[src/rtl/riscv_pkg.sv]
// ---------------------------------------------------------------------------
// riscv_pkg
// Shared RV32I definitions for the load/store path:
//   - XLEN data/address width
//   - funct3 width/sign codes for loads and stores
//   - load_store_unit FSM state encoding
//   - small helpers to classify a funct3/address pair
// No ports (package).
// ---------------------------------------------------------------------------
package riscv_pkg;

    localparam int XLEN = 32;

    localparam logic [2:0] F3_B  = 3'b000;
    localparam logic [2:0] F3_H  = 3'b001;
    localparam logic [2:0] F3_W  = 3'b010;
    localparam logic [2:0] F3_BU = 3'b100;
    localparam logic [2:0] F3_HU = 3'b101;

    localparam logic [1:0] LSU_IDLE      = 2'd0;
    localparam logic [1:0] LSU_LD_DATA   = 2'd1;
    localparam logic [1:0] LSU_RMW_MERGE = 2'd2;

    // Stores only exist in B/H/W form; loads add the unsigned B/H variants.
    function automatic logic f3_legal(input logic is_store, input logic [2:0] f3);
        if (is_store)
            return (f3 == F3_B) || (f3 == F3_H) || (f3 == F3_W);
        return (f3 == F3_B) || (f3 == F3_H) || (f3 == F3_W) ||
               (f3 == F3_BU) || (f3 == F3_HU);
    endfunction

    // funct3[1:0] encodes the access size for every legal code: 00 byte, 01 half, 10 word.
    function automatic logic f3_misaligned(input logic [2:0] f3, input logic [1:0] lo);
        return ((f3[1:0] == 2'b10) && (lo != 2'b00)) ||
               ((f3[1:0] == 2'b01) && lo[0]);
    endfunction

    function automatic logic [1:0] f3_force_align(input logic [2:0] f3, input logic [1:0] lo);
        case (f3[1:0])
            2'b10:   return 2'b00;
            2'b01:   return {lo[1], 1'b0};
            default: return lo;
        endcase
    endfunction

endpackage

[src/rtl/lsu_align.sv]
// ---------------------------------------------------------------------------
// lsu_align
// Combinational byte-lane logic shared by the load and read-modify-write paths.
// Ports:
//   i_funct3     in  3   width/sign code of the captured request
//   i_offset     in  2   byte offset within the word (already aligned as needed)
//   i_rdata      in  32  word read from memory
//   i_wdata      in  16  low store data bytes (SB uses [7:0], SH uses [15:0])
//   o_load_data  out 32  selected lane, sign/zero extended
//   o_merge_data out 32  i_rdata with the store lane replaced
// ---------------------------------------------------------------------------
module lsu_align
    import riscv_pkg::*;
(
    input  logic [2:0]      i_funct3,
    input  logic [1:0]      i_offset,
    input  logic [XLEN-1:0] i_rdata,
    input  logic [15:0]     i_wdata,
    output logic [XLEN-1:0] o_load_data,
    output logic [XLEN-1:0] o_merge_data
);

    logic [7:0]  w_byte;
    logic [15:0] w_half;

    // Little-endian lane pick: byte k lives at [8k+7:8k], half selected by offset[1].
    always_comb begin
        case (i_offset)
            2'd0:    w_byte = i_rdata[7:0];
            2'd1:    w_byte = i_rdata[15:8];
            2'd2:    w_byte = i_rdata[23:16];
            default: w_byte = i_rdata[31:24];
        endcase
        w_half = i_offset[1] ? i_rdata[31:16] : i_rdata[15:0];
    end

    always_comb begin
        case (i_funct3)
            F3_B:    o_load_data = {{24{w_byte[7]}}, w_byte};
            F3_BU:   o_load_data = {24'd0, w_byte};
            F3_H:    o_load_data = {{16{w_half[15]}}, w_half};
            F3_HU:   o_load_data = {16'd0, w_half};
            default: o_load_data = i_rdata;
        endcase
    end

    always_comb begin
        o_merge_data = i_rdata;
        if (i_funct3 == F3_B) begin
            case (i_offset)
                2'd0:    o_merge_data[7:0]   = i_wdata[7:0];
                2'd1:    o_merge_data[15:8]  = i_wdata[7:0];
                2'd2:    o_merge_data[23:16] = i_wdata[7:0];
                default: o_merge_data[31:24] = i_wdata[7:0];
            endcase
        end else if (i_funct3 == F3_H) begin
            if (i_offset[1])
                o_merge_data[31:16] = i_wdata;
            else
                o_merge_data[15:0]  = i_wdata;
        end
    end

endmodule

[src/rtl/load_store_unit.sv]
// ---------------------------------------------------------------------------
// load_store_unit
// MEM-stage initiator for a single-port word memory (1-cycle sync read, word
// write, read-before-write). Handles RV32I loads with lane extract/extend and
// sub-word stores by read-modify-write. One request in flight.
// Configuration macro: MISALIGN_TRAP_EN
//   defined   -> misaligned word/half accesses are rejected with resp_err
//   undefined -> offending low address bits are forced to zero
// Ports:
//   clk, rst_n                  clock, async active-low reset
//   req_valid/req_ready         request handshake (ready only in IDLE)
//   req_is_store, req_funct3    operation and width/sign code
//   req_addr, req_wdata         byte address, store data
//   resp_valid/rdata/err        1-cycle response pulse
//   mem_write_en/addr/write_data  memory request (addr is a word index)
//   mem_read_data               memory word, valid one cycle after mem_addr
// ---------------------------------------------------------------------------
module load_store_unit
    import riscv_pkg::*;
#(
    parameter int MEM_AW = 12
) (
    input  logic            clk,
    input  logic            rst_n,
    input  logic            req_valid,
    output logic            req_ready,
    input  logic            req_is_store,
    input  logic [2:0]      req_funct3,
    input  logic [XLEN-1:0] req_addr,
    input  logic [XLEN-1:0] req_wdata,
    output logic            resp_valid,
    output logic [XLEN-1:0] resp_rdata,
    output logic            resp_err,
    output logic            mem_write_en,
    output logic [XLEN-1:0] mem_addr,
    output logic [XLEN-1:0] mem_write_data,
    input  logic [XLEN-1:0] mem_read_data
);

    logic [1:0]        r_state;
    logic [2:0]        r_funct3;
    logic [MEM_AW+1:0] r_addr;
    logic [15:0]       r_wdata;
    logic              r_resp_valid;
    logic              r_resp_err;
    logic [XLEN-1:0]   r_resp_rdata;

    logic              w_accept;
    logic              w_reject;
    logic              w_go;
    logic              w_is_sw;
    logic              w_misaligned;
    logic [1:0]        w_addr_lo;
    logic [XLEN-1:0]   w_load_data;
    logic [XLEN-1:0]   w_merge_data;
    logic              w_unused_addr;

    assign w_unused_addr = ^req_addr[XLEN-1:MEM_AW+2];

    assign req_ready = (r_state == LSU_IDLE);
    assign w_accept  = req_ready && req_valid;
    assign w_is_sw   = req_is_store && (req_funct3 == F3_W);

`ifdef MISALIGN_TRAP_EN
    assign w_misaligned = f3_misaligned(req_funct3, req_addr[1:0]);
    assign w_addr_lo    = req_addr[1:0];
`else
    assign w_misaligned = 1'b0;
    assign w_addr_lo    = f3_force_align(req_funct3, req_addr[1:0]);
`endif

    assign w_reject = !f3_legal(req_is_store, req_funct3) || w_misaligned;
    assign w_go     = w_accept && !w_reject;

    lsu_align u_align (
        .i_funct3     (r_funct3),
        .i_offset     (r_addr[1:0]),
        .i_rdata      (mem_read_data),
        .i_wdata      (r_wdata),
        .o_load_data  (w_load_data),
        .o_merge_data (w_merge_data)
    );

    // Memory side: the accept cycle drives the request address straight from
    // the pipeline so the read data lands in the following cycle; a rejected
    // request never touches memory. RMW_MERGE writes back the merged word.
    always_comb begin
        mem_write_en   = 1'b0;
        mem_addr       = '0;
        mem_write_data = '0;
        case (r_state)
            LSU_IDLE: begin
                if (w_go) begin
                    mem_addr = {{(XLEN-MEM_AW){1'b0}}, req_addr[MEM_AW+1:2]};
                    if (w_is_sw) begin
                        mem_write_en   = 1'b1;
                        mem_write_data = req_wdata;
                    end
                end
            end
            LSU_LD_DATA: begin
                mem_addr = {{(XLEN-MEM_AW){1'b0}}, r_addr[MEM_AW+1:2]};
            end
            LSU_RMW_MERGE: begin
                mem_write_en   = 1'b1;
                mem_addr       = {{(XLEN-MEM_AW){1'b0}}, r_addr[MEM_AW+1:2]};
                mem_write_data = w_merge_data;
            end
            default: ;
        endcase
    end

    // FSM and response registers. Responses are single-cycle pulses; SW and
    // rejected requests answer one cycle after accept without leaving IDLE,
    // which lets back-to-back SW stream at one per cycle.
    always_ff @(posedge clk or negedge rst_n) begin
        if (!rst_n) begin
            r_state      <= LSU_IDLE;
            r_funct3     <= '0;
            r_addr       <= '0;
            r_wdata      <= '0;
            r_resp_valid <= 1'b0;
            r_resp_err   <= 1'b0;
            r_resp_rdata <= '0;
        end else begin
            r_resp_valid <= 1'b0;
            r_resp_err   <= 1'b0;
            r_resp_rdata <= '0;
            case (r_state)
                LSU_IDLE: begin
                    if (w_accept) begin
                        r_funct3 <= req_funct3;
                        r_addr   <= {req_addr[MEM_AW+1:2], w_addr_lo};
                        r_wdata  <= req_wdata[15:0];
                        if (w_reject) begin
                            r_resp_valid <= 1'b1;
                            r_resp_err   <= 1'b1;
                        end else if (w_is_sw) begin
                            r_resp_valid <= 1'b1;
                        end else if (req_is_store) begin
                            r_state <= LSU_RMW_MERGE;
                        end else begin
                            r_state <= LSU_LD_DATA;
                        end
                    end
                end
                LSU_LD_DATA: begin
                    r_resp_valid <= 1'b1;
                    r_resp_rdata <= w_load_data;
                    r_state      <= LSU_IDLE;
                end
                LSU_RMW_MERGE: begin
                    r_resp_valid <= 1'b1;
                    r_state      <= LSU_IDLE;
                end
                default: r_state <= LSU_IDLE;
            endcase
        end
    end

    assign resp_valid = r_resp_valid;
    assign resp_rdata = r_resp_rdata;
    assign resp_err   = r_resp_err;

endmodule
[config.mk]
export PLATFORM = sky130hd
export DESIGN_NAME = load_store_unit
export DESIGN_NICKNAME = d
export VERILOG_FILES = /design/src/rtl/riscv_pkg.sv /design/src/rtl/lsu_align.sv /design/src/rtl/load_store_unit.sv
export SDC_FILE = /design/constraint.sdc
export NUM_CORES = 1
export LEC_CHECK = 0
export BUFFER_PORTS_ARGS = -buffer_cell sky130_fd_sc_hd__buf_4
export CORE_UTILIZATION = 45
export CTS_BUF_LIST = sky130_fd_sc_hd__clkbuf_4
export DETAILED_ROUTE_END_ITERATION = 16
export PLACE_DENSITY = 0.79
export SLEW_MARGIN = 20
export SYNTH_ARGS = -nofsm -noshare
export SYNTH_HDL_FRONTEND = slang
export SYNTH_SLANG_ARGS = --single-unit
[constraint.sdc]
create_clock -name clk -period 1.85 [get_ports clk]
set_clock_uncertainty 0.05 [all_clocks]
set_input_delay 0.185 -clock clk [delete_from_list [all_inputs] [get_ports clk]]
set_output_delay 0.185 -clock clk [all_outputs]
set_load 0.02 [all_outputs]
==> impl_metrics.env, run 1 <==
export IMPL_grt_pass1_vias=5545
export IMPL_synth_flop_cell="dfrtp_1"
export IMPL_synth_fa_ha_area_frac=0.0179
export IMPL_reg2reg_setup_slack_ns=-0.07
export IMPL_peakVddDrop_uv=1120
export IMPL_critPathCaptureType="output pin"
export IMPL_setup_violations=68
export IMPL_crit_family="buffers and inverters"
export IMPL_grt_first_pass_wirelength_microns=30600
export IMPL_routed_wire_length_per_instance_microns=20.8
export IMPL_synth_distinct_cells=53
export IMPL_pwr_share_comb=0.693
export IMPL_synthCells=586
export IMPL_track_usage=0.354
export IMPL_final_period_utilization=1.28
export IMPL_crit_slowest_cell="dfrtp_1"
export IMPL_hpwl_microns=13300
export IMPL_crit_path_frequent_cell="buf_4"
export IMPL_grt_max_degree=39
export IMPL_path_buf_inv=3
export IMPL_vias_per_cell=6.15
export IMPL_first_pass_iters=5
export IMPL_synth_seq_cells=69
export IMPL_path_cells="buf_4 > a211oi_2 > buf_4 > o221ai_2 > o2bb2ai_2 > buf_6"
export IMPL_std_cell_rows=37
export IMPL_hold_viol=1
export IMPL_slew_violations=0
export IMPL_postRouteAntennaNets=0
export IMPL_synth_xor_area_share=0
export IMPL_drive_above_1_share=0.431
export IMPL_port_buffers=164
export IMPL_final_area_sq_mm=0.00785
export IMPL_cts_sinks=69
export IMPL_path_depth=6
export IMPL_yosys_warnings=0
export IMPL_diodes=0
export IMPL_cts_tree="done"
export IMPL_chipWidth_microns=106
export IMPL_antenna_found_initial=0
export IMPL_async_reset_ff_frac=1.00
export IMPL_finalNonFillerCells=959
export IMPL_startpoint="r_funct3[0]"
export IMPL_worst_pin_slew_ns=0.657
export IMPL_status="finished with violations"
export IMPL_rsz0062_at_grt="true"
export IMPL_yosysTopAreaCell="dfrtp_1"
export IMPL_clkPwrFrac=0.095
export IMPL_h_tree_depth=3
export IMPL_layout_min_cycle_time_ns=2.36
export IMPL_cap_viol_max_count=0
export IMPL_hp_class="input pin to flop"
export IMPL_clk_insertion_delay_late_ns=0.46
export IMPL_layout_commonest_cell="buf_4"
export IMPL_crit_type="flop to output pin"
export IMPL_arrival_ns=2.13
export IMPL_whs_ns=-0.000921
export IMPL_routed_wl_microns=20000
export IMPL_cts_buffer_depth=2
export IMPL_nNetsFinal=928
export IMPL_syn_area_sq_mm=0.00490
export IMPL_power_leakage_uw=0.00367
export IMPL_p_sw_frac=0.480
export IMPL_r2r_cells=6
export IMPL_fmax_mhz=424
export IMPL_finalPower_uw=12300
export IMPL_maxSlewHeadroom=0.562
export IMPL_area_growth_synth_to_final_pct=60.1
export IMPL_tns_ns=-20.12
export IMPL_p_int_uw=6370
export IMPL_r2r_end="resp_rdata[27]"
export IMPL_synthSimpleGateAreaFrac=0.213
export IMPL_seqPwrFrac=0.212
export IMPL_cp_max_fo=14
export IMPL_final_cell_mix="buf_4 (194), nand2_1 (111), dfrtp_1 (67), dlygate4sd3_1 (44), o21ai_0 (40)"
export IMPL_startpoint_type="flop"
export IMPL_synth_compound_area_frac=0.305
export IMPL_cts_root_buf="clkbuf_4"
export IMPL_powerDensity_mw_per_mm2=1560
export IMPL_grt_overflow=0
export IMPL_design_core_area_sq_mm=0.0105
export IMPL_dp_cells=881
export IMPL_drtIter0Drc=558
export IMPL_muxShareOfSynthArea=0.0212
export IMPL_cp_endpoint="mem_write_data[14]"
export IMPL_min_delay_path_depth=3
export IMPL_start_util=0.469
export IMPL_timing_final_ws_setup_ns=-0.511
export IMPL_num_io_pins=203
export IMPL_vias=5901
export IMPL_post_route_drc_count=0
export IMPL_placed_area_sq_mm=0.00663
export IMPL_synth_top_area_frac=0.352
export IMPL_cts_buffers=9
export IMPL_die_area_sq_mm=0.0113
export IMPL_critical_path_max_stage_delay_ns=0.43
export IMPL_die_h_microns=106
export IMPL_synth_edf_count=0
export IMPL_gp_congestion=0.875
export IMPL_syn_avg_cell_area_sq_um=8.37
export IMPL_synth_area_leaders="dfrtp_1 (35%), nand2_1 (8.6%), o21ai_0 (4.9%)"
export IMPL_critical_path_required_ns=1.62
export IMPL_synth_top_family_by_area="compound AO/OA/AOI/OAI gates"
export IMPL_violations="hold timing, setup timing"
export IMPL_clk_pin_slew_ns=0.12
export IMPL_p_switching_uw=5880
export IMPL_reg2reg_from="r_addr[0]"
export IMPL_yosysSeqAreaShare=0.352
-- through the flow --
stage                     worst slack, ns   util
after floorplan                   -0.0248      -
after global placement            -0.0512  0.633
after detailed placement          -0.0617  0.633
after CTS                          -0.481  0.733
after global routing               -0.610  0.751
final                              -0.511  0.751
-- cell type report --
class	count	area [sq um]
well taps	136	170
clock inverters	5	76.3
repair buffers	278	2490
clock buffers	11	82.6
inverters	10	37.5
fillers	742	2610
flip-flops and latches	69	1730
multi-input cells	450	3270
-- power groups by stage --
stage | sequential, uW | combinational, uW | clock, uW
floorplan | 2620 | 4280 | 0
global placement | 2500 | 7000 | 0
detailed placement | 2540 | 7120 | 0
CTS | 2540 | 7970 | 1160
global route | 2640 | 9040 | 1270
finish | 2600 | 8490 | 1170
-- cell usage after synthesis, types with 13 or more instances --
master,n
a21oi_1,22
clkbuf_1,35
o211ai_1,13
o21a_1,17
a211oi_1,28
buf_2,15
and3b_1,18
o221ai_1,14
buf_4,20
o21ai_0,48
nand2_1,112
o2bb2ai_1,14
nor2_1,26
dfrtp_1,69
-- routing by layer --
layer / wire length [microns] / part of all wire / vias up / GRT usage
met3: 1730 / 0.087 / 50 / 0.0717
met2: 9770 / 0.49 / 369 / 0.591
li1: - / - / 2579 / -
met4: 604 / 0.030 / 0 / 0.123
met5: 0 / 0 / - / 0
met1: 7850 / 0.39 / 2903 / 0.453
-- tightest hold or removal path: cells and delay by family --
kind | cells | cell delay (ns)
AO/OA/AOI/OAI | 1 | 0.08
buffers and inverters | 1 | 0.11
AND/OR/NAND/NOR | 1 | 0.08
-- timing repair --
action | CTS | global route
pin swaps | 15 | 10
buffers inserted | 8 | 7
gates cloned | 4 | 0
hold endpoints to repair | 105 | 1
gates resized for setup | 64 | 37
hold buffers | 43 | 1
endpoints found under the setup margin | 74 | 74
-- sequential cells by signal, indices dropped and copies added (netlist names) --
register,flops
r_wdata,16
resp_rdata,32
r_addr,14
resp_valid,1
r_state,2
resp_err,1
r_funct3,3
-- worst min path at each step --
stage,slack (ns),end,from
4_1_cts,0.003,resp_err,req_valid
2_1_floorplan,-0.16,r_addr[0],rst_n
3_5_place_dp,0.09,resp_rdata[25],rst_n
3_3_place_gp,0.08,resp_rdata[25],rst_n
6_report,-0.0009,resp_rdata[18],mem_read_data[18]
5_1_grt,0.002,resp_rdata[5],mem_read_data[5]
-- logic make-up after synthesis --
logic type	Yosys count
buffers and inverters	86
AO/OA/AOI/OAI	204
flip-flops	69
multiplexers	9
other	1
AND/OR/NAND/NOR	210
adder cells (fa/ha/maj)	7
Power figures use the tool's default switching activity.
==> run 2: changes to the inputs <==
--- a/config.mk
+++ b/config.mk
@@ -6,11 +6,13 @@
 export NUM_CORES = 1
 export LEC_CHECK = 0
 export BUFFER_PORTS_ARGS = -buffer_cell sky130_fd_sc_hd__buf_4
-export CORE_UTILIZATION = 45
+export CORE_UTILIZATION = 40
 export CTS_BUF_LIST = sky130_fd_sc_hd__clkbuf_4
 export DETAILED_ROUTE_END_ITERATION = 16
-export PLACE_DENSITY = 0.79
+export HOLD_SLACK_MARGIN = 0.12
+export PLACE_DENSITY = 0.72
 export SLEW_MARGIN = 20
 export SYNTH_ARGS = -nofsm -noshare
 export SYNTH_HDL_FRONTEND = slang
+export SYNTH_HIERARCHICAL = 1
 export SYNTH_SLANG_ARGS = --single-unit
==> run 2 against run 1 <==
Compared with the run above:
- sequential power rose by 2%
- cell count fell by 9.4%
- wire length decreased by 21%
- register-to-register slack worse by 0.05 ns
- total power down 23%
- highest routed layer unchanged
- critical path type unchanged
- largest power group unchanged
- the run ends with setup timing left
- setup slack worse by 0.13 ns
- maximum frequency fell by 5.2%
- clock power is 25% lower
- sequential cell count is the same
==> impl_metrics.env, run 2 <==
export IMPL_yosys_warnings=6
export IMPL_nNetsFinal=834
export IMPL_routed_wl_microns=15800
export IMPL_grt_max_degree=41
export IMPL_antenna_found_initial=0
export IMPL_design_core_area_sq_mm=0.0110
export IMPL_grt_overflow=0
export IMPL_cap_viol_max_count=0
export IMPL_dp_slack_ns=-0.282
export IMPL_peakVddDrop_uv=774
export IMPL_final_area_sq_mm=0.00720
export IMPL_synth_flop_cell="dfrtp_1"
export IMPL_arrival_ns=2.26
export IMPL_synth_seq_cells=69
export IMPL_status="finished with violations"
export IMPL_critPathCaptureType="output pin"
export IMPL_power_leakage_uw=0.00372
export IMPL_yosysTopAreaCell="dfrtp_1"
export IMPL_drive_above_1_share=0.447
export IMPL_synth_area_leaders="dfrtp_1 (38%), nand2_1 (9.1%), a22o_1 (7.7%)"
export IMPL_cts_tree="done"
export IMPL_vias_per_cell=5.47
export IMPL_cp_max_fo=8
export IMPL_grt_first_pass_wirelength_microns=23900
export IMPL_hp_class="input pin to flop"
export IMPL_std_cell_rows=38
export IMPL_layout_min_cycle_time_ns=2.49
export IMPL_h_tree_depth=3
export IMPL_post_route_drc_count=0
export IMPL_final_cell_mix="buf_4 (170), nand2_1 (104), dfrtp_1 (66), dlygate4sd3_1 (51), buf_6 (41)"
export IMPL_final_util=0.656
export IMPL_clk_insertion_delay_late_ns=0.41
export IMPL_cts_buffer_depth=2
export IMPL_maxSlewHeadroom=0.666
export IMPL_die_h_microns=109
export IMPL_postRouteAntennaNets=0
export IMPL_rsz0062_at_grt="true"
export IMPL_hpwl_microns=10800
export IMPL_final_period_utilization=1.35
export IMPL_syn_avg_cell_area_sq_um=9.34
export IMPL_hold_viol=0
export IMPL_worst_pin_slew_ns=0.501
export IMPL_violations="setup timing"
export IMPL_synth_top_area_frac=0.379
export IMPL_slew_violations=0
export IMPL_yosysSeqAreaShare=0.379
export IMPL_layout_commonest_cell="buf_4"
export IMPL_die_area_sq_mm=0.0118
export IMPL_synth_common_cells="nand2_1 (110), dfrtp_1 (69), and2_1 (43)"
export IMPL_cts_root_buf="clkbuf_4"
export IMPL_async_reset_ff_frac=1.00
export IMPL_synthCells=487
export IMPL_gp_congestion=0.923
export IMPL_fmax_mhz=401
export IMPL_first_pass_iters=5
export IMPL_chipWidth_microns=109
export IMPL_crit_type="flop to output pin"
export IMPL_routed_wire_length_per_instance_microns=18.2
export IMPL_vias=4753
export IMPL_startpoint_type="flop"
export IMPL_cts_sinks=69
export IMPL_synth_distinct_cells=46
export IMPL_largest_reg_flops=32
export IMPL_placed_area_sq_mm=0.00611
export IMPL_powerDensity_mw_per_mm2=1310
export IMPL_area_growth_synth_to_final_pct=58.2
export IMPL_whs_ns=0.135
export IMPL_diodes=0
export IMPL_synth_edf_count=0
export IMPL_synth_most_common_cell="nand2_1"
export IMPL_start_util=0.414
export IMPL_grt_pass1_vias=4587
export IMPL_setup_violations=69
export IMPL_syn_area_sq_mm=0.00455
export IMPL_port_buffers=164
export IMPL_drtIter0Drc=441
export IMPL_clk_pin_slew_ns=0.11
export IMPL_timing_final_ws_setup_ns=-0.641
export IMPL_track_usage=0.267
export IMPL_num_io_pins=203
export IMPL_critical_path_required_ns=1.62
export IMPL_cts_buffers=9
run 2: cell types whose count changed in the layout (fill, tap and decap cells not counted), sizes merged, moves of 18 or more:
cell    previous run  this run
and3b             18         0
and2               2        44
a221o              0        24
a22o               0        40
o21ai             49        13
a211oi            29         0
run 2: cell type report:
class,instances,area [sq um]
fill,839,3780
sequential,69,1730
inverter,17,70.1
clock buffer,10,75.1
multi-input combinational,361,2780
timing repair buffer,266,2330
tap,140,175
clock inverter,6,40.0
run 2: critical path: stages, from the launching register on:
cell	delay, ns
dfrtp_2	0.49
buf_4	0.18
nor4b_4	0.32
a21oi_4	0.10
a221o_1	0.38
a22o_1	0.25
buf_6	0.14
run 2: metal layers:
metal	vias up	track usage	wire length, microns
met5	-	0	0
met3	33	0.0610	1460
met1	2269	0.346	6340
met4	0	0.0849	330
met2	281	0.441	7720
li1	2170	-	-
run 2: repair_timing:
item	4_1_cts	5_1_grt
resized for setup	73	37
endpoints found under the setup margin	61	76
setup buffers	10	5
endpoints found under the hold margin	110	3
pin swaps	13	28
hold buffers	48	3
cloned	2	1
run 2: report_power, final:
| part | total (uW) | internal, uW | switching, uW |
|---|---|---|---|
| Clock | 873 | 289 | 584 |
| Sequential | 2640 | 2130 | 507 |
| Combinational | 5950 | 2910 | 3040 |
run 2: cells by family (layout without fill, tap and decap cells):
logic type	after synthesis	after routing	share of synthesized area
DFF	69	69	0.379
other	1	20	0.000824
AOI/OAI and AO/OA	116	116	0.220
muxes	25	25	0.0817
adders and majority gates	7	7	0.0192
and+or+nand+nor	191	193	0.205
buffers and inverters	78	299	0.0943
run 2: metrics by stage:
| step | total power [uW] | setup TNS (ns) | instances |
|---|---|---|---|
| floorplan | 5860 | -0.515 | 506 |
| global placement | 7490 | -5.18 | 788 |
| detailed placement | 7620 | -7.46 | 788 |
| CTS | 9060 | -24.48 | 863 |
| global route | 10000 | -30.11 | 869 |
| finish | 9460 | -24.32 | 869 |
run 2: path summary, 6_finish.rpt:
| check | start | depth (start not counted) | endpoint | slack (ns) |
|---|---|---|---|---|
| worst max-delay path | r_funct3[2] | 6 | mem_write_data[12] | -0.64 |
| worst min-delay path | mem_read_data[9] | 3 | resp_rdata[9] | 0.14 |
| worst max register to register | r_addr[1] | 7 | resp_rdata[16] | -0.12 |
| worst min register to register | r_addr[11] | 2 | r_addr[11] | 0.46 |
| max in group asynchronous | rst_n | 3 | r_wdata[12] | 0.93 |
| min in group asynchronous | rst_n | 2 | resp_rdata[4] | 0.21 |
